--- config.mk ---
export PLATFORM = sky130hd
export DESIGN_NAME = spi_slave_flat
export DESIGN_NICKNAME = d
export VERILOG_FILES = /design/src/rtl/spi_pkg.sv /design/src/rtl/spi_slave_if.sv /design/src/rtl/spi_sync.sv /design/src/rtl/spi_slave.sv /design/src/flat_wrapper.sv
export SDC_FILE = /design/constraint.sdc
export NUM_CORES = 1
export LEC_CHECK = 0
export BUFFER_PORTS_ARGS = -buffer_cell sky130_fd_sc_hd__clkbuf_2
export CAP_MARGIN = 20
export CORE_MARGIN = 2
export CORE_UTILIZATION = 40
export DETAILED_ROUTE_END_ITERATION = 7
export PLACE_DENSITY_LB_ADDON = 0.1
export SYNTH_ARGS = -nofsm -noshare
export SYNTH_HDL_FRONTEND = slang
export SYNTH_SLANG_ARGS = --single-unit
export TNS_END_PERCENT = 1
--- constraint.sdc ---
create_clock -name clk -period 2.4 [get_ports clk]
set_input_delay 0.72 -clock clk [delete_from_list [all_inputs] [get_ports clk]]
set_output_delay 0.72 -clock clk [all_outputs]
set_load 0.1 [all_outputs]
--- src/rtl/spi_pkg.sv ---
// Shared definitions for the SPI slave block.
//   DataWDefault      - default frame length in bits
//   SyncStagesDefault - default flop count per input synchronizer
//   spi_state_e       - FSM state encoding (idle / shifting a frame)
//   cnt_width()       - width of a counter that indexes a frame bit
package spi_pkg;

    localparam int unsigned DataWDefault      = 8;
    localparam int unsigned SyncStagesDefault = 2;

    typedef enum logic [0:0] {
        StIdle  = 1'b0,
        StShift = 1'b1
    } spi_state_e;

    function automatic int unsigned cnt_width(input int unsigned w);
        return (w < 2) ? 1 : $clog2(w);
    endfunction

endpackage

--- src/rtl/spi_slave_if.sv ---
// Bus bundle between an SPI slave and its surroundings.
//   sclk, cs_n, mosi         - serial side, driven by the SPI master
//   miso, miso_oe            - serial return data and its drive enable
//   tx_data/tx_valid/tx_ready - parallel transmit holding-register load
//   rx_data/rx_valid          - last received frame and its one-clk strobe
//   busy, tx_underrun         - frame-in-progress and empty-fetch status
// Modport slave is the device side; modport master is the environment side.
interface spi_slave_if #(
    parameter int unsigned DATA_W = spi_pkg::DataWDefault
);
    logic              sclk;
    logic              cs_n;
    logic              mosi;
    logic              miso;
    logic              miso_oe;
    logic [DATA_W-1:0] tx_data;
    logic              tx_valid;
    logic              tx_ready;
    logic [DATA_W-1:0] rx_data;
    logic              rx_valid;
    logic              busy;
    logic              tx_underrun;

    modport slave (
        input  sclk, cs_n, mosi, tx_data, tx_valid,
        output miso, miso_oe, tx_ready, rx_data, rx_valid, busy, tx_underrun
    );

    modport master (
        output sclk, cs_n, mosi, tx_data, tx_valid,
        input  miso, miso_oe, tx_ready, rx_data, rx_valid, busy, tx_underrun
    );
endinterface

--- src/rtl/spi_sync.sv ---
// Multi-flop synchronizer for one asynchronous input bit.
//   clk     - destination clock
//   reset   - asynchronous, active-high; loads RESET_VAL into every stage
//   d_i     - asynchronous input
//   q_o     - synchronized output (last stage)
// STAGES below 2 is raised to 2.
module spi_sync #(
    parameter int unsigned STAGES    = spi_pkg::SyncStagesDefault,
    parameter logic        RESET_VAL = 1'b0
) (
    input  logic clk,
    input  logic reset,
    input  logic d_i,
    output logic q_o
);
    localparam int unsigned Stages = (STAGES < 2) ? 2 : STAGES;

    logic [Stages-1:0] sync_q;

    always_ff @(posedge clk or posedge reset) begin
        if (reset) begin
            sync_q <= {Stages{RESET_VAL}};
        end else begin
            sync_q <= {sync_q[Stages-2:0], d_i};
        end
    end

    assign q_o = sync_q[Stages-1];

endmodule

--- src/rtl/spi_slave.sv ---
// SPI mode-0 slave, MSB first, oversampling sclk/cs_n/mosi in the clk domain.
//   clk    - system clock (must be at least 4x sclk)
//   reset  - asynchronous, active-high
//   bus    - spi_slave_if.slave: serial pins, tx holding-register load,
//            rx frame output, busy and tx_underrun status
// A frame starts on cs_n falling or, with cs_n held low, at the sclk falling
// edge after the last bit of the previous frame. At each frame start the
// transmit shift register fetches the holding register (or zeros + underrun).
module spi_slave #(
    parameter int unsigned DATA_W      = spi_pkg::DataWDefault,
    parameter int unsigned SYNC_STAGES = spi_pkg::SyncStagesDefault
) (
    input  logic            clk,
    input  logic            reset,
    spi_slave_if.slave      bus
);
    import spi_pkg::*;

    localparam int unsigned     CntW    = cnt_width(DATA_W);
    localparam logic [CntW-1:0] LastBit = CntW'(DATA_W - 1);

    // Synchronized serial inputs and their previous samples
    logic sclk_s, cs_n_s, mosi_s;
    logic sclk_prev_q, cs_n_prev_q;
    logic sclk_rise, sclk_fall, cs_fall;

    spi_sync #(.STAGES(SYNC_STAGES), .RESET_VAL(1'b0)) u_sync_sclk (
        .clk   (clk),
        .reset (reset),
        .d_i   (bus.sclk),
        .q_o   (sclk_s)
    );

    spi_sync #(.STAGES(SYNC_STAGES), .RESET_VAL(1'b1)) u_sync_cs_n (
        .clk   (clk),
        .reset (reset),
        .d_i   (bus.cs_n),
        .q_o   (cs_n_s)
    );

    spi_sync #(.STAGES(SYNC_STAGES), .RESET_VAL(1'b0)) u_sync_mosi (
        .clk   (clk),
        .reset (reset),
        .d_i   (bus.mosi),
        .q_o   (mosi_s)
    );

    spi_state_e        state_q;
    logic [CntW-1:0]   bit_cnt_q;
    logic [DATA_W-1:0] tx_shift_q;
    logic [DATA_W-1:0] rx_shift_q;
    logic [DATA_W-1:0] rx_data_q;
    logic              rx_valid_q;
    logic              underrun_q;
    logic              reload_q;     // frame just completed, fetch at next sclk fall
    logic [DATA_W-1:0] hold_q;
    logic              hold_full_q;

    logic              tx_load;
    logic              fetch;
    logic [DATA_W-1:0] fetch_word;
    logic [DATA_W-1:0] rx_next;

    always_comb begin
        sclk_rise  = sclk_s & ~sclk_prev_q;
        sclk_fall  = ~sclk_s & sclk_prev_q;
        cs_fall    = ~cs_n_s & cs_n_prev_q;
        tx_load    = bus.tx_valid & ~hold_full_q;
        fetch_word = hold_full_q ? hold_q : '0;
        rx_next    = {rx_shift_q[DATA_W-2:0], mosi_s};
        fetch      = ((state_q == StIdle) && cs_fall) ||
                     ((state_q == StShift) && !cs_n_s && sclk_fall && reload_q);
    end

    always_ff @(posedge clk or posedge reset) begin
        if (reset) begin
            state_q     <= StIdle;
            sclk_prev_q <= 1'b0;
            cs_n_prev_q <= 1'b1;
            bit_cnt_q   <= '0;
            tx_shift_q  <= '0;
            rx_shift_q  <= '0;
            rx_data_q   <= '0;
            rx_valid_q  <= 1'b0;
            underrun_q  <= 1'b0;
            reload_q    <= 1'b0;
            hold_q      <= '0;
            hold_full_q <= 1'b0;
        end else begin
            sclk_prev_q <= sclk_s;
            cs_n_prev_q <= cs_n_s;
            rx_valid_q  <= 1'b0;
            underrun_q  <= 1'b0;

            // A fetch empties the holding register. A load in the same cycle
            // can only happen when it was already empty, so the fetch reports
            // underrun and the new word is kept for the following frame.
            if (fetch) begin
                hold_full_q <= 1'b0;
            end
            if (tx_load) begin
                hold_q      <= bus.tx_data;
                hold_full_q <= 1'b1;
            end

            unique case (state_q)
                StIdle: begin
                    if (cs_fall) begin
                        state_q    <= StShift;
                        tx_shift_q <= fetch_word;
                        underrun_q <= ~hold_full_q;
                        bit_cnt_q  <= '0;
                        reload_q   <= 1'b0;
                    end
                end
                StShift: begin
                    if (cs_n_s) begin
                        // Deselect aborts any partial frame without a strobe
                        state_q    <= StIdle;
                        bit_cnt_q  <= '0;
                        tx_shift_q <= '0;
                        rx_shift_q <= '0;
                        reload_q   <= 1'b0;
                    end else begin
                        if (sclk_rise) begin
                            rx_shift_q <= rx_next;
                            if (bit_cnt_q == LastBit) begin
                                rx_data_q  <= rx_next;
                                rx_valid_q <= 1'b1;
                                bit_cnt_q  <= '0;
                                reload_q   <= 1'b1;
                            end else begin
                                bit_cnt_q <= bit_cnt_q + 1'b1;
                            end
                        end
                        if (sclk_fall) begin
                            if (reload_q) begin
                                tx_shift_q <= fetch_word;
                                underrun_q <= ~hold_full_q;
                                reload_q   <= 1'b0;
                            end else begin
                                tx_shift_q <= {tx_shift_q[DATA_W-2:0], 1'b0};
                            end
                        end
                    end
                end
                default: state_q <= StIdle;
            endcase
        end
    end

    assign bus.miso        = (state_q == StShift) & tx_shift_q[DATA_W-1];
    assign bus.miso_oe     = (state_q == StShift);
    assign bus.busy        = (state_q == StShift);
    assign bus.tx_ready    = ~hold_full_q;
    assign bus.rx_data     = rx_data_q;
    assign bus.rx_valid    = rx_valid_q;
    assign bus.tx_underrun = underrun_q;

endmodule

--- src/flat_wrapper.sv ---
// flat-port wrapper written by rule: the top's interface ports become plain ports
module spi_slave_flat import spi_pkg::*;
#(
    parameter int unsigned DATA_W      = spi_pkg::DataWDefault,
    parameter int unsigned SYNC_STAGES = spi_pkg::SyncStagesDefault
)
  (clk, reset, bus_sclk, bus_cs_n, bus_mosi, bus_tx_data, bus_tx_valid, bus_miso, bus_miso_oe, bus_tx_ready, bus_rx_data, bus_rx_valid, bus_busy, bus_tx_underrun);
  spi_slave_if #(.DATA_W(DATA_W)) bus_i ();
  input  logic clk;
  input  logic reset;
  input wire logic [$bits(bus_i.sclk)-1:0] bus_sclk;
  input wire logic [$bits(bus_i.cs_n)-1:0] bus_cs_n;
  input wire logic [$bits(bus_i.mosi)-1:0] bus_mosi;
  input wire logic [$bits(bus_i.tx_data)-1:0] bus_tx_data;
  input wire logic [$bits(bus_i.tx_valid)-1:0] bus_tx_valid;
  output wire logic [$bits(bus_i.miso)-1:0] bus_miso;
  output wire logic [$bits(bus_i.miso_oe)-1:0] bus_miso_oe;
  output wire logic [$bits(bus_i.tx_ready)-1:0] bus_tx_ready;
  output wire logic [$bits(bus_i.rx_data)-1:0] bus_rx_data;
  output wire logic [$bits(bus_i.rx_valid)-1:0] bus_rx_valid;
  output wire logic [$bits(bus_i.busy)-1:0] bus_busy;
  output wire logic [$bits(bus_i.tx_underrun)-1:0] bus_tx_underrun;
  assign bus_i.sclk = bus_sclk;
  assign bus_i.cs_n = bus_cs_n;
  assign bus_i.mosi = bus_mosi;
  assign bus_i.tx_data = bus_tx_data;
  assign bus_i.tx_valid = bus_tx_valid;
  assign bus_miso = bus_i.miso;
  assign bus_miso_oe = bus_i.miso_oe;
  assign bus_tx_ready = bus_i.tx_ready;
  assign bus_rx_data = bus_i.rx_data;
  assign bus_rx_valid = bus_i.rx_valid;
  assign bus_busy = bus_i.busy;
  assign bus_tx_underrun = bus_i.tx_underrun;
  spi_slave #(.DATA_W(DATA_W), .SYNC_STAGES(SYNC_STAGES)) u_core (.clk(clk), .reset(reset), .bus(bus_i));
endmodule
==> run_results.csv <==
group,metric,value,unit
outcome,status,"finished clean",
grt,grt-ovfl-total,0,
grt,grt_pass1_vias,1296,
clocking,h-tree-depth,2,
final_layout,most-common-layout-cells,"dfrtp_1, clkbuf_2, a21oi_1",
sta,rsz0062_at_grt,"no",
setup_path,cp-end-kind,"output port",
placed_design,dp_hpwl,2642,um
final_layout,syn_to_final_growth,15.32,%
detailed_routing,vias,1284,
floorplan,ios,28,
sta,period_share,89.71,%
synthesis,syn_nets,172,
detailed_routing,wl_met3,178,um
sta,tightest_slew,0.5806,ns
power,power.share.clock,27.0,%
floorplan,coreArea,4723,um2
detailed_routing,vias_per_cell,5.075,
detailed_routing,antenna_left,0,
grt,antenna_found_initial,0,
power,power_switching,598.1,uW
synthesis,ys_ff_latch,47,
setup_path,crit_required,1.68,ns
sta,fin_ws,0.2470,ns
synthesis,syn_area,1961,um2
sta,hold_ws,0.3574,ns
grt,grt_start_max_net_pins,25,
clocking,post_cts_resized,0,
worst_hold_path,hold_class,"reg2reg",
synthesis,syn_avg_cell_area,12.57,um2
floorplan,die_width,74.01,um
floorplan,die_h,74.01,um
clocking,clkSlewWorstSetupHoldPaths,0.09,ns
synthesis,yosys-top-cells-area,"dfrtp_1, mux2_2, a21oi_1",
sta,final_max_slew_viol_count,0,
final_layout,num_antenna_cells,0,
synthesis,yosys_warnings,0,
setup_path,cpPeakStageDelay,0.52,ns
final_layout,final_common_cell,"dfrtp_1",
power,combinationalPowerShare,19.1,%
sta,fin_skew,0.004027,ns
grt,grt_usage,15.73,%
detailed_routing,wl_met2,1690,um
placed_design,port_buffers,27,
clocking,postCtsHoldBufs,0,
final_layout,drive_above_1_share,39.25,%
detailed_routing,drt_pass1_iterations,4,
detailed_routing,drc,0,
clocking,numCtsBuffers,5,
synthesis,synth.distinct_cells,36,
clocking,clock_sinks,47,
setup_path,crit_type,"reg2out",
synthesis,ys_seq_area_share,60.18,%
power,p_seq_share,53.8,%
floorplan,die_area,5477,um2
synthesis,synth_edf_count,0,
detailed_routing,wire_per_inst,14.53,um
placed_design,dpl_worst_slack,0.5943,ns
final_layout,layout.nets,201,
placed_design,routabilityCongestion,0.7521,
synthesis,synth_top_area_cell,"dfrtp_1",
sta,period_minus_slack,2.153,ns
setup_path,critPathArrivalTime,1.43,ns
sta,final.setup.tns,0,ns
power,switching_share,30.96,%
synthesis,synth_top_area_share,56.16,%
setup_path,start_kind,"flop",
clocking,clk_path_buf_depth,2,
detailed_routing,dr.max_layer_used,"met4",
floorplan,rows,25,
grt,grt_pass1_wl,6403,um
detailed_routing,drt_iter0_markers,102,
sta,setup_viol,0,
sta,finalHoldViolCount,0,
power,power.internal,1.334,mW
clocking,cts_tree,"done",
sta,max_freq,464.5,MHz
clocking,clock-root-buffer,"clkbuf_8",
detailed_routing,drt-total-wl,3675,um
synthesis,ys_async_sr_fraction,100.0,%
power,leakagePower,1.034,nW
clocking,insertion_delay,0.30,ns
power,power_density,854.5,nW/um2
synthesis,synth_cells,156,
setup_path,slowest_stage,"dfrtp_1",
detailed_routing,met1_length,1745,um
floorplan,initial_core_util,41.51,%
synthesis,synth_flop_cell,"dfrtp_1",
setup_path,crit_chain,"inv_1, clkbuf_2",
clocking,cts_setup_buffers,0,
setup_path,crit_fanout,12,
power,ir_worst_vdd,0.4727,mV
run,drv_cap,0,
sta,slew_headroom,61.15,%
[final timing paths]
kind	depth (start not counted)	to	slack, ns	from
worst max register to register	5	u_core.bus.rx_data[1]	0.82	u_core.bit_cnt_q[0]
max in group asynchronous	3	u_core.cs_n_prev_q	1.38	reset
worst min register to register	0	u_core.u_sync_mosi.sync_q[1]	0.36	u_core.u_sync_mosi.sync_q[0]
min in group asynchronous	2	u_core.u_sync_mosi.sync_q[0]	0.43	reset
worst max-delay path	2	bus_tx_ready	0.25	u_core.hold_full_q
worst min-delay path	0	u_core.u_sync_mosi.sync_q[1]	0.36	u_core.u_sync_mosi.sync_q[0]
[worst max-delay path: cells and delay by family (launching register included)]
| kind | cells | cell delay, ns |
|---|---|---|
| buffers and inverters | 2 | 0.62 |
| DFF | 1 | 0.52 |
[state kept, by name (all words and copies together) (netlist names), 2 cells and up]
register	count
u_core.u_sync_mosi.sync_q	2
u_core.tx_shift_q	8
u_core.rx_shift_q	7
u_core.bit_cnt_q	3
u_core.bus.rx_data	8
u_core.hold_q	8
u_core.u_sync_cs_n.sync_q	2
u_core.u_sync_sclk.sync_q	2
[power groups by stage]
stage | Combinational (mW) | Clock [mW] | Sequential, mW
3_5_place_dp | 0.376 | 0 | 1.05
4_1_cts | 0.377 | 0.542 | 1.04
5_1_grt | 0.407 | 0.581 | 1.06
6_report | 0.370 | 0.522 | 1.04
2_1_floorplan | 0.313 | 0 | 1.02
3_3_place_gp | 0.364 | 0 | 1.04
[cell usage after synthesis, drive strengths merged, types with 4 or more instances]
cell type,n
nor2,14
nor2b,4
o21ai,4
dfrtp,44
nand3,6
mux2,16
inv,6
a21oi,17
a22o,7
nand3b,5
buf,7
[routing by layer]
layer	GRT usage (%)	vias to the layer above
li1	-	615
met1	21.90	629
met2	22.42	33
met3	5.420	7
met4	6.869	0
met5	0	-
[through the flow]
step	instances	util, %	instance area, um2	total power [mW]
floorplan	156	-	1963	1.330
global placement	245	45.67	2157	1.407
detailed placement	245	45.67	2157	1.429
CTS	253	47.87	2261	1.956
global route	253	47.87	2261	2.047
finish	253	47.87	2261	1.932
[logic make-up after synthesis]
| family | Yosys count | share of synthesized area, % |
|---|---|---|
| simple gates | 38 | 11.23 |
| compound gates | 39 | 13.91 |
| buf+inv | 14 | 4.211 |
| fa+ha+maj | 2 | 1.276 |
| mux | 16 | 9.189 |
| flops | 47 | 60.18 |
[area by class of cell]
cell class	count	area, um2
multi-input cells	95	699.4
well taps	67	83.83
repair buffers	30	170.2
clock buffers	7	96.34
inverters	6	22.52
fillers	438	2462
flip-flops and latches	47	1181
clock inverters	1	7.507
No activity file was read; power rests on OpenSTA's default activity.
